**config.mk**
```make
export PLATFORM = sky130hd
export DESIGN_NAME = circuit4_sweep_ctrl_flat
export DESIGN_NICKNAME = d
export VERILOG_FILES = /design/src/rtl/circuit4_sweep_ctrl_if.sv /design/src/rtl/circuit4_sweep_ctrl.sv /design/src/flat_wrapper.sv
export SDC_FILE = /design/constraint.sdc
export NUM_CORES = 1
export LEC_CHECK = 0
export ABC_AREA = 1
export ABC_CLOCK_PERIOD_IN_PS = 3650
export BUFFER_PORTS_ARGS = -buffer_cell sky130_fd_sc_hd__buf_2
export CAP_MARGIN = 20
export CORE_MARGIN = 2
export CORE_UTILIZATION = 40
export DETAILED_ROUTE_END_ITERATION = 8
export GPL_ROUTABILITY_DRIVEN = 0
export PLACE_DENSITY = 0.65
export SYNTH_ARGS = -nofsm -noshare
export SYNTH_HDL_FRONTEND = slang
export SYNTH_SLANG_ARGS = --single-unit
```
**constraint.sdc**
```tcl
create_clock -name clk -period 3.65 [get_ports clk]
set_input_delay 0.73 -clock clk [delete_from_list [all_inputs] [get_ports clk]]
set_output_delay 0.73 -clock clk [all_outputs]
set_load 0.005 [all_outputs]
```
**src/rtl/circuit4_sweep_ctrl_if.sv**
```systemverilog
// Interface between the circuit4 sweep sequencer and its host/DUT.
//   start, abort     : host controls of the sweep
//   y_i              : circuit4 outputs {Y2,Y1,Y0}
//   abcd_o           : circuit4 inputs {A,B,C,D}, A = bit 3
//   busy, done, pass : sweep status
//   err_cnt          : number of mismatching vectors (0..16)
//   first_err_valid  : a mismatch was seen this sweep
//   first_err_vec    : abcd_o of the first mismatch
// slave modport is taken by the sequencer, master by whoever drives it.
interface circuit4_sweep_ctrl_if;
  logic       start;
  logic       abort;
  logic [2:0] y_i;
  logic [3:0] abcd_o;
  logic       busy;
  logic       done;
  logic       pass;
  logic [4:0] err_cnt;
  logic       first_err_valid;
  logic [3:0] first_err_vec;

  modport master (
    output start, abort, y_i,
    input  abcd_o, busy, done, pass, err_cnt, first_err_valid, first_err_vec
  );

  modport slave (
    input  start, abort, y_i,
    output abcd_o, busy, done, pass, err_cnt, first_err_valid, first_err_vec
  );
endinterface

```
**src/rtl/circuit4_sweep_ctrl.sv**
```systemverilog
// Self-checking sweep sequencer for circuit4 (4-input ones counter).
// On start it applies vectors 0000..1111 in order, holds each SETTLE_CYC cycles, then compares
// y_i with the popcount of the vector and accumulates the error count, the first failing vector
// and an overall pass flag.
// Ports:
//   clk    : system clock, rising edge
//   rst_n  : asynchronous active-low reset; clears all outputs and returns to idle
//   bus    : circuit4_sweep_ctrl_if.slave (start/abort/y_i in, abcd_o and status out)
// All outputs are registered.
module circuit4_sweep_ctrl #(
  parameter int unsigned SETTLE_CYC = 2  // legal 1..255
) (
  input  logic                        clk,
  input  logic                        rst_n,
  circuit4_sweep_ctrl_if.slave        bus
);

  typedef enum logic [1:0] {StIdle, StSettle, StCheck, StDone} state_e;

  localparam logic [7:0] Reload = 8'(SETTLE_CYC - 1);

  state_e     state_q, state_d;
  logic [7:0] cnt_q, cnt_d;
  logic [3:0] abcd_q, abcd_d;
  logic [4:0] err_q, err_d;
  logic       fev_q, fev_d;
  logic [3:0] fvec_q, fvec_d;
  logic       pass_q, pass_d;
  logic       busy_q, busy_d;
  logic       done_q, done_d;

  logic [2:0] exp_y;
  logic       mismatch;
  logic [4:0] err_next;

  assign exp_y    = 3'(abcd_q[3]) + 3'(abcd_q[2]) + 3'(abcd_q[1]) + 3'(abcd_q[0]);
  assign mismatch = (bus.y_i != exp_y);
  assign err_next = err_q + 5'(mismatch);

  always_comb begin
    state_d = state_q;
    cnt_d   = cnt_q;
    abcd_d  = abcd_q;
    err_d   = err_q;
    fev_d   = fev_q;
    fvec_d  = fvec_q;
    pass_d  = pass_q;

    unique case (state_q)
      StIdle: begin
        // abort wins over a simultaneous start
        if (bus.start && !bus.abort) begin
          abcd_d  = 4'h0;
          cnt_d   = Reload;
          err_d   = 5'd0;
          fev_d   = 1'b0;
          fvec_d  = 4'h0;
          pass_d  = 1'b0;
          state_d = StSettle;
        end
      end
      StSettle: begin
        if (bus.abort) begin
          pass_d  = 1'b0;
          state_d = StIdle;
        end else if (cnt_q == 8'd0) begin
          state_d = StCheck;
        end else begin
          cnt_d = cnt_q - 8'd1;
        end
      end
      StCheck: begin
        if (bus.abort) begin
          pass_d  = 1'b0;
          state_d = StIdle;
        end else begin
          if (mismatch) begin
            err_d = err_next;
            if (!fev_q) begin
              fev_d  = 1'b1;
              fvec_d = abcd_q;
            end
          end
          if (abcd_q == 4'hF) begin
            pass_d  = (err_next == 5'd0);
            state_d = StDone;
          end else begin
            abcd_d  = abcd_q + 4'h1;
            cnt_d   = Reload;
            state_d = StSettle;
          end
        end
      end
      StDone: begin
        state_d = StIdle;
      end
      default: state_d = StIdle;
    endcase

    busy_d = (state_d == StSettle) || (state_d == StCheck);
    // done registers the DONE state, so the pulse follows one edge after entering DONE
    done_d = (state_q == StDone);
  end

  always_ff @(posedge clk or negedge rst_n) begin
    if (!rst_n) begin
      state_q <= StIdle;
      cnt_q   <= 8'd0;
      abcd_q  <= 4'h0;
      err_q   <= 5'd0;
      fev_q   <= 1'b0;
      fvec_q  <= 4'h0;
      pass_q  <= 1'b0;
      busy_q  <= 1'b0;
      done_q  <= 1'b0;
    end else begin
      state_q <= state_d;
      cnt_q   <= cnt_d;
      abcd_q  <= abcd_d;
      err_q   <= err_d;
      fev_q   <= fev_d;
      fvec_q  <= fvec_d;
      pass_q  <= pass_d;
      busy_q  <= busy_d;
      done_q  <= done_d;
    end
  end

  assign bus.abcd_o          = abcd_q;
  assign bus.busy            = busy_q;
  assign bus.done            = done_q;
  assign bus.pass            = pass_q;
  assign bus.err_cnt         = err_q;
  assign bus.first_err_valid = fev_q;
  assign bus.first_err_vec   = fvec_q;

endmodule

```
**src/flat_wrapper.sv**
```systemverilog
// flat-port wrapper written by rule: the top's interface ports become plain ports
module circuit4_sweep_ctrl_flat 
#(
  parameter int unsigned SETTLE_CYC = 2                 
)
  (clk, rst_n, bus_start, bus_abort, bus_y_i, bus_abcd_o, bus_busy, bus_done, bus_pass, bus_err_cnt, bus_first_err_valid, bus_first_err_vec);
  circuit4_sweep_ctrl_if bus_i ();
  input  logic clk;
  input  logic rst_n;
  input wire logic [$bits(bus_i.start)-1:0] bus_start;
  input wire logic [$bits(bus_i.abort)-1:0] bus_abort;
  input wire logic [$bits(bus_i.y_i)-1:0] bus_y_i;
  output wire logic [$bits(bus_i.abcd_o)-1:0] bus_abcd_o;
  output wire logic [$bits(bus_i.busy)-1:0] bus_busy;
  output wire logic [$bits(bus_i.done)-1:0] bus_done;
  output wire logic [$bits(bus_i.pass)-1:0] bus_pass;
  output wire logic [$bits(bus_i.err_cnt)-1:0] bus_err_cnt;
  output wire logic [$bits(bus_i.first_err_valid)-1:0] bus_first_err_valid;
  output wire logic [$bits(bus_i.first_err_vec)-1:0] bus_first_err_vec;
  assign bus_i.start = bus_start;
  assign bus_i.abort = bus_abort;
  assign bus_i.y_i = bus_y_i;
  assign bus_abcd_o = bus_i.abcd_o;
  assign bus_busy = bus_i.busy;
  assign bus_done = bus_i.done;
  assign bus_pass = bus_i.pass;
  assign bus_err_cnt = bus_i.err_cnt;
  assign bus_first_err_valid = bus_i.first_err_valid;
  assign bus_first_err_vec = bus_i.first_err_vec;
  circuit4_sweep_ctrl #(.SETTLE_CYC(SETTLE_CYC)) u_core (.clk(clk), .rst_n(rst_n), .bus(bus_i));
endmodule
```
== Yosys cells after proc, flatten, opt, wreduce, memory -nomap -nowiden ==
Cells that the tools add are included.

* Register bits after elaboration: 27
* Bits in latches: 0
* Bits in writable memories: 0
* Bits in read-only memories: 0
* Input bits: 7
* Memories kept: 0

* Add/sub/neg operators: 6
* Multipliers: 0
* Divide/modulo/power cells: 0
* Magnitude comparators: 0
* Equal/unequal tests: 16
* Shift-type cells: 0
* Multiplexer cells: 32
* Bitwise logic cells: 0
* Reduce and logical (&&, ||, !) cells: 13

{| class="wikitable"
|+ Operators with widths
! cell !! count
|-
| two-way mux 8 bit || 5
|-
| two-way mux 4 bit || 6
|-
| one-hot mux 8 bit (3 select lines) || 1
|-
| one-hot mux 4 bit (2 select lines) || 2
|-
| two-way mux 5 bit || 3
|-
| != test 2 bit, second input constant || 6
|-
| AND reduction 4 bit || 3
|-
| two-way mux 2 bit || 5
|-
| one-hot mux 5 bit (2 select lines) || 1
|-
| zero test 8 bit || 1
|-
| one-hot mux 2 bit (4 select lines) || 1
|-
| subtractor 8 x 1 -> 8 bit, second input constant || 1
|-
| adder 3 x 1 -> 3 bit || 2
|-
| == test 2 bit, second input constant || 3
|-
| two-way mux 1 bit || 6
|-
| AND reduction 6 bit || 1
|-
| adder 5 x 1 -> 5 bit || 1
|-
| zero test 5 bit || 1
|-
| AND reduction 5 bit || 1
|-
| adder 4 x 1 -> 4 bit, second input constant || 1
|-
| == test 2 x 1 -> 1 bit, second input constant || 2
|-
| == test 4 bit, second input constant || 1
|-
| != test 2 x 1 -> 1 bit, second input constant || 2
|-
| != test 3 x 2 -> 1 bit, second input constant || 1
|-
| 10 further kinds || 10
|}

== Depth between registers and ports, before layout ==
* Depth after elaboration: 9
* Mapped depth: 16
* Mapped depth without buffers: 16

== Worst setup path after synthesis ==
No wires, ideal clock.

* Kind: reg2reg
* Start point: reg u_core.abcd_q[2] (netlist: u_core.bus.abcd_o[2])
* End point: reg u_core.pass_q (netlist: u_core.bus.pass)
* Data arrival time: 2.553 ns
* Path slack: 1.032 ns
* Stages on the path, launching flop included: 15
* Cells stage by stage: dfrtp_1 -> ha_1 -> inv_1 -> fa_1 -> inv_1 -> ha_1 -> xnor2_1 -> nand3_1 -> ha_1 -> ha_1 -> nor2_1 -> nand3_1 -> nor2_1 -> nand3b_1 -> nand2_1

* Word-level cells in the longest chain between the ends: 9
* Elaborated cells on any way between the ends: 12

{| class="wikitable"
|+ RTL lines
! what !! line !! text
|-
| start: declaration || circuit4_sweep_ctrl.sv:24 || <nowiki>logic [3:0] abcd_q, abcd_d;</nowiki>
|-
| start signal: assignment || circuit4_sweep_ctrl.sv:109 || <nowiki>abcd_q <= 4'h0;</nowiki>
|-
| start signal: assignment || circuit4_sweep_ctrl.sv:119 || <nowiki>abcd_q <= abcd_d;</nowiki>
|-
| adder 1 x 1 -> 2 bit || circuit4_sweep_ctrl.sv:36 || <nowiki>assign exp_y = 3'(abcd_q[3]) + 3'(abcd_q[2]) + 3'(abcd_q[1]) + 3'(abcd_q[0]);</nowiki>
|-
| adder 3 x 1 -> 3 bit (2 in series) || circuit4_sweep_ctrl.sv:36 ||
|-
| != test 3 bit || circuit4_sweep_ctrl.sv:37 || <nowiki>assign mismatch = (bus.y_i != exp_y);</nowiki>
|-
| adder 5 x 1 -> 5 bit || circuit4_sweep_ctrl.sv:38 || <nowiki>assign err_next = err_q + 5'(mismatch);</nowiki>
|-
| zero test 5 bit || circuit4_sweep_ctrl.sv:85 || <nowiki>pass_d = (err_next == 5'd0);</nowiki>
|-
| two-way mux 1 bit || circuit4_sweep_ctrl.sv:84 || <nowiki>if (abcd_q == 4'hF) begin</nowiki>
|-
| two-way mux 1 bit || circuit4_sweep_ctrl.sv:73 || <nowiki>if (bus.abort) begin</nowiki>
|-
| one-hot mux 1 bit (3 select lines) || circuit4_sweep_ctrl.sv:49 || <nowiki>unique case (state_q)</nowiki>
|-
| end signal: assignment || circuit4_sweep_ctrl.sv:123 || <nowiki>pass_q <= pass_d;</nowiki>
|-
| end: declaration || circuit4_sweep_ctrl.sv:28 || <nowiki>logic pass_q, pass_d;</nowiki>
|}

Parallel ways exist; a longest one is shown, timed or not. The select of a mux whose other input is x is not followed.
A chain may end at the register's enable or synchronous reset.

== Worst setup path after layout ==
Ends and elaborated chain as after synthesis.

==> impl_metrics.py <==
metrics = {
    "critical_path": {
        "timing.critical_path.to": "u_core.bus.pass",
        "r2r_cells": 14,
        "path_delay_family": "adder cells",
        "worstPathArrival_ns": 3.06,
        "critPathRequiredTime_ns": 3.87,
        "max_stage_delay_ns": 0.45,
        "worst-setup-path-type": "reg2reg",
        "cp_num_cells": 14,
        "path_cells": "ha_1 > inv_1 > fa_1 > inv_1 > ha_1 > xnor2_1 > nand3_1 > ha_1 > ha_1 > xnor2_1 > nand3_1 > nor2_1 > nand3b_1 > nand2_1",
        "rrSetupSlack_ns": 0.81,
        "worst_path_most_repeated_cell": "ha_1",
        "r2r_end": "u_core.bus.pass",
        "reg2reg_from": "u_core.bus.abcd_o[2]",
        "path_buf_inv": 2,
        "end_kind": "register",
        "crit_path_start": "u_core.bus.abcd_o[2]",
        "start_kind": "register",
        "crit_path_top_delay_cell": "dfrtp_1",
        "path_max_fanout": 6,
    },
    "logic_synthesis": {
        "synth_area_mm2": 0.001615,
        "synth_enable_flop_cells": 0,
        "ys_seq_elements": 27,
        "synth.distinct_cells": 22,
        "synth_ff_type": "dfrtp_1",
        "synth.yosys.seq_area_share": 0.4183,
        "syn-instance-count": 226,
        "synthArstFlopShare": 1.000,
        "syn-num-nets": 240,
        "avgSynthCellArea_um2": 7.147,
        "ys.warnings.count": 0,
    },
    "clock_network": {
        "cts_buffers": 3,
        "clock_sinks": 27,
        "cts_tree": "built",
        "htreeDepth": 1,
        "cts.repair.resized": 0,
        "clk_latency_ns": 0.27,
        "cts_max_path_buffers": 2,
        "cts_setup_buffers": 0,
        "clk_pin_slew_ns": 0.09,
        "clock-root-buffer": "clkbuf_8",
        "cts_hold_buf": 0,
    },
    "floorplan": {
        "core.rowCount": 23,
        "io_pins": 24,
        "die_w_um": 67.55,
        "dieHeight_um": 67.55,
        "core_area_mm2": 0.003943,
        "start_util": 0.4097,
        "die_area_mm2": 0.004562,
    },
    "finish": {
        "post_route_cells_drive_above_1_share": 0.1383,
        "diodes": 0,
        "regArea_um2": 675.6,
        "fillers": 420,
        "multi_input_area_um2": 833.3,
        "layout.nets": 268,
        "final_util": 0.4662,
        "syn_to_final_growth_pct": 13.79,
    },
    "pwr": {
        "power_frac_comb": 0.445,
        "seqPwrFrac": 0.389,
        "power.density_mw_per_mm2": 568.1,
        "pwr-share-clk": 0.166,
        "power_leakage_nw": 1.094,
        "internal_power_mw": 0.5936,
        "irDropWorstVdd_uv": 333.8,
        "p_sw_mw": 0.4505,
        "p_sw_frac": 0.4315,
    },
    "grt": {
        "grt_util_met1": 0.2017,
        "grt_usage": 0.1648,
        "use_met2": 0.2831,
        "grt_max_degree": 28,
        "overflow": 0,
        "use_met3": 0.04333,
        "grt_pass1_wl_um": 5713,
        "grt.busiest_layer": "met2",
        "antenna_found_initial": 0,
        "grt_pass1_vias": 1323,
    },
    "route": {
        "wl_per_cell_um": 10.89,
        "first_pass_iters": 4,
        "drc": 0,
        "vias": 1415,
        "via_per_inst": 4.670,
        "wirelength_um": 3301,
        "first_iter_violations": 58,
        "final_antenna_net_count": 0,
    },
    "timing": {
        "timing.final.crit_period_ns": 2.839,
        "period_share": 0.7777,
        "rsz0062_at_grt": "false",
        "finClkSkew_ns": 0.001405,
        "fmax_mhz": 352.3,
        "slew_headroom": 0.5891,
        "tightest_slew_ns": 0.6164,
        "slew_viol_final": 0,
        "tns_ns": 0,
        "hold_violations": 0,
        "hold_slack_ns": 0.4565,
        "setup_viol": 0,
    },
    "flow_run": {
        "maxCapViolations": 0,
    },
    "worst_hold_path": {
        "hold_path_class": "in2async",
    },
    "place": {
        "hpwlAfterDp_um": 2542,
        "portBuffers": 23,
    },
    "outcome": {
        "run_status": "completed",
    },
}
## cell type report
type / instances / share of cell area
clock buffers: 4 / 0.02451
inverters: 28 / 0.05786
multi-input cells: 171 / 0.4534
flip-flops and latches: 27 / 0.3676
well taps: 50 / 0.03404
repair buffers: 23 / 0.06263
## synth_stat cells (2+ instances only)
library cell / count / area share
nand2_1: 94 / 0.22
dfrtp_1: 27 / 0.42
inv_1: 27 / 0.063
nor2_1: 26 / 0.060
nand3_1: 14 / 0.043
ha_1: 6 / 0.046
xnor2_1: 6 / 0.033
nand4_1: 5 / 0.019
o21ai_0: 5 / 0.015
nand2_2: 2 / 0.0077
nand3_2: 2 / 0.012
xor2_1: 2 / 0.011
## kinds of logic (layout without fill, tap and decap cells)
| group | after synthesis | count (layout) | share of synthesized area |
|---|---|---|---|
| XOR/XNOR | 8 | 8 | 0.04338 |
| buffers and inverters | 28 | 55 | 0.06584 |
| flip-flops | 27 | 27 | 0.4183 |
| adder cells (fa/ha/maj) | 7 | 7 | 0.05887 |
| AND/OR/NAND/NOR | 148 | 148 | 0.3842 |
| AO/OA/AOI/OAI | 8 | 8 | 0.02942 |
## power by group through the flow
| stage | clock network, mW | logic, mW | registers [mW] |
|---|---|---|---|
| 5_1_grt | 0.194 | 0.541 | 0.414 |
| 3_5_place_dp | 0 | 0.467 | 0.411 |
| 3_3_place_gp | 0 | 0.462 | 0.412 |
| 4_1_cts | 0.181 | 0.470 | 0.406 |
| 6_report | 0.174 | 0.464 | 0.406 |
| 2_1_floorplan | 0 | 0.361 | 0.403 |
## layer usage
metal  up-vias  wire [um]
met5         -          0
met2        31       1533
met4         0         49
met1       633       1536
li1        747          -
met3         4        181
## stage by stage
step	setup WS (ns)	total power [mW]	instances	area [um2]
after CTS	0.8178	1.057	303	1838
after floorplan	1.032	0.7631	226	1615
after global placement	0.9401	0.8745	299	1793
after global routing	0.6302	1.149	303	1838
after detailed placement	0.8595	0.8787	299	1793
final	0.8114	1.044	303	1838
## registers in the layout (all words and copies together) (netlist names)
name and count:
u_core.bus.pass 1, u_core.bus.first_err_vec 4, u_core.bus.first_err_valid 1, u_core.bus.done 1
u_core.bus.err_cnt 5, u_core.cnt_q 8, u_core.state_q 2, u_core.bus.abcd_o 4
u_core.bus.busy 1
## layout by cell type (no fill, tap or decap), types with 3 or more instances in the layout
cell	Yosys	routed
nand2_1	94	94
ha_1	6	6
nor2_1	26	26
o21ai_0	5	5
clkbuf_8	0	3
buf_2	0	23
xnor2_1	6	6
dfrtp_1	27	27
nand4_1	5	5
nand3_1	14	14
inv_1	27	27
## how the worst min path moves through the flow
stage          slack [ns]                        start                          end  depth (start not counted)
4_1_cts              0.48                        rst_n              u_core.cnt_q[6]                          1
2_1_floorplan        0.43                        rst_n         u_core.bus.abcd_o[0]                          0
6_report             0.46                        rst_n              u_core.cnt_q[6]                          1
5_1_grt              0.49  u_core.bus.first_err_vec[2]  u_core.bus.first_err_vec[2]                          2
3_5_place_dp         0.46  u_core.bus.first_err_vec[0]  u_core.bus.first_err_vec[0]                          2
3_3_place_gp         0.46  u_core.bus.first_err_vec[1]  u_core.bus.first_err_vec[1]                          2
(Power assumes the default switching activity.)
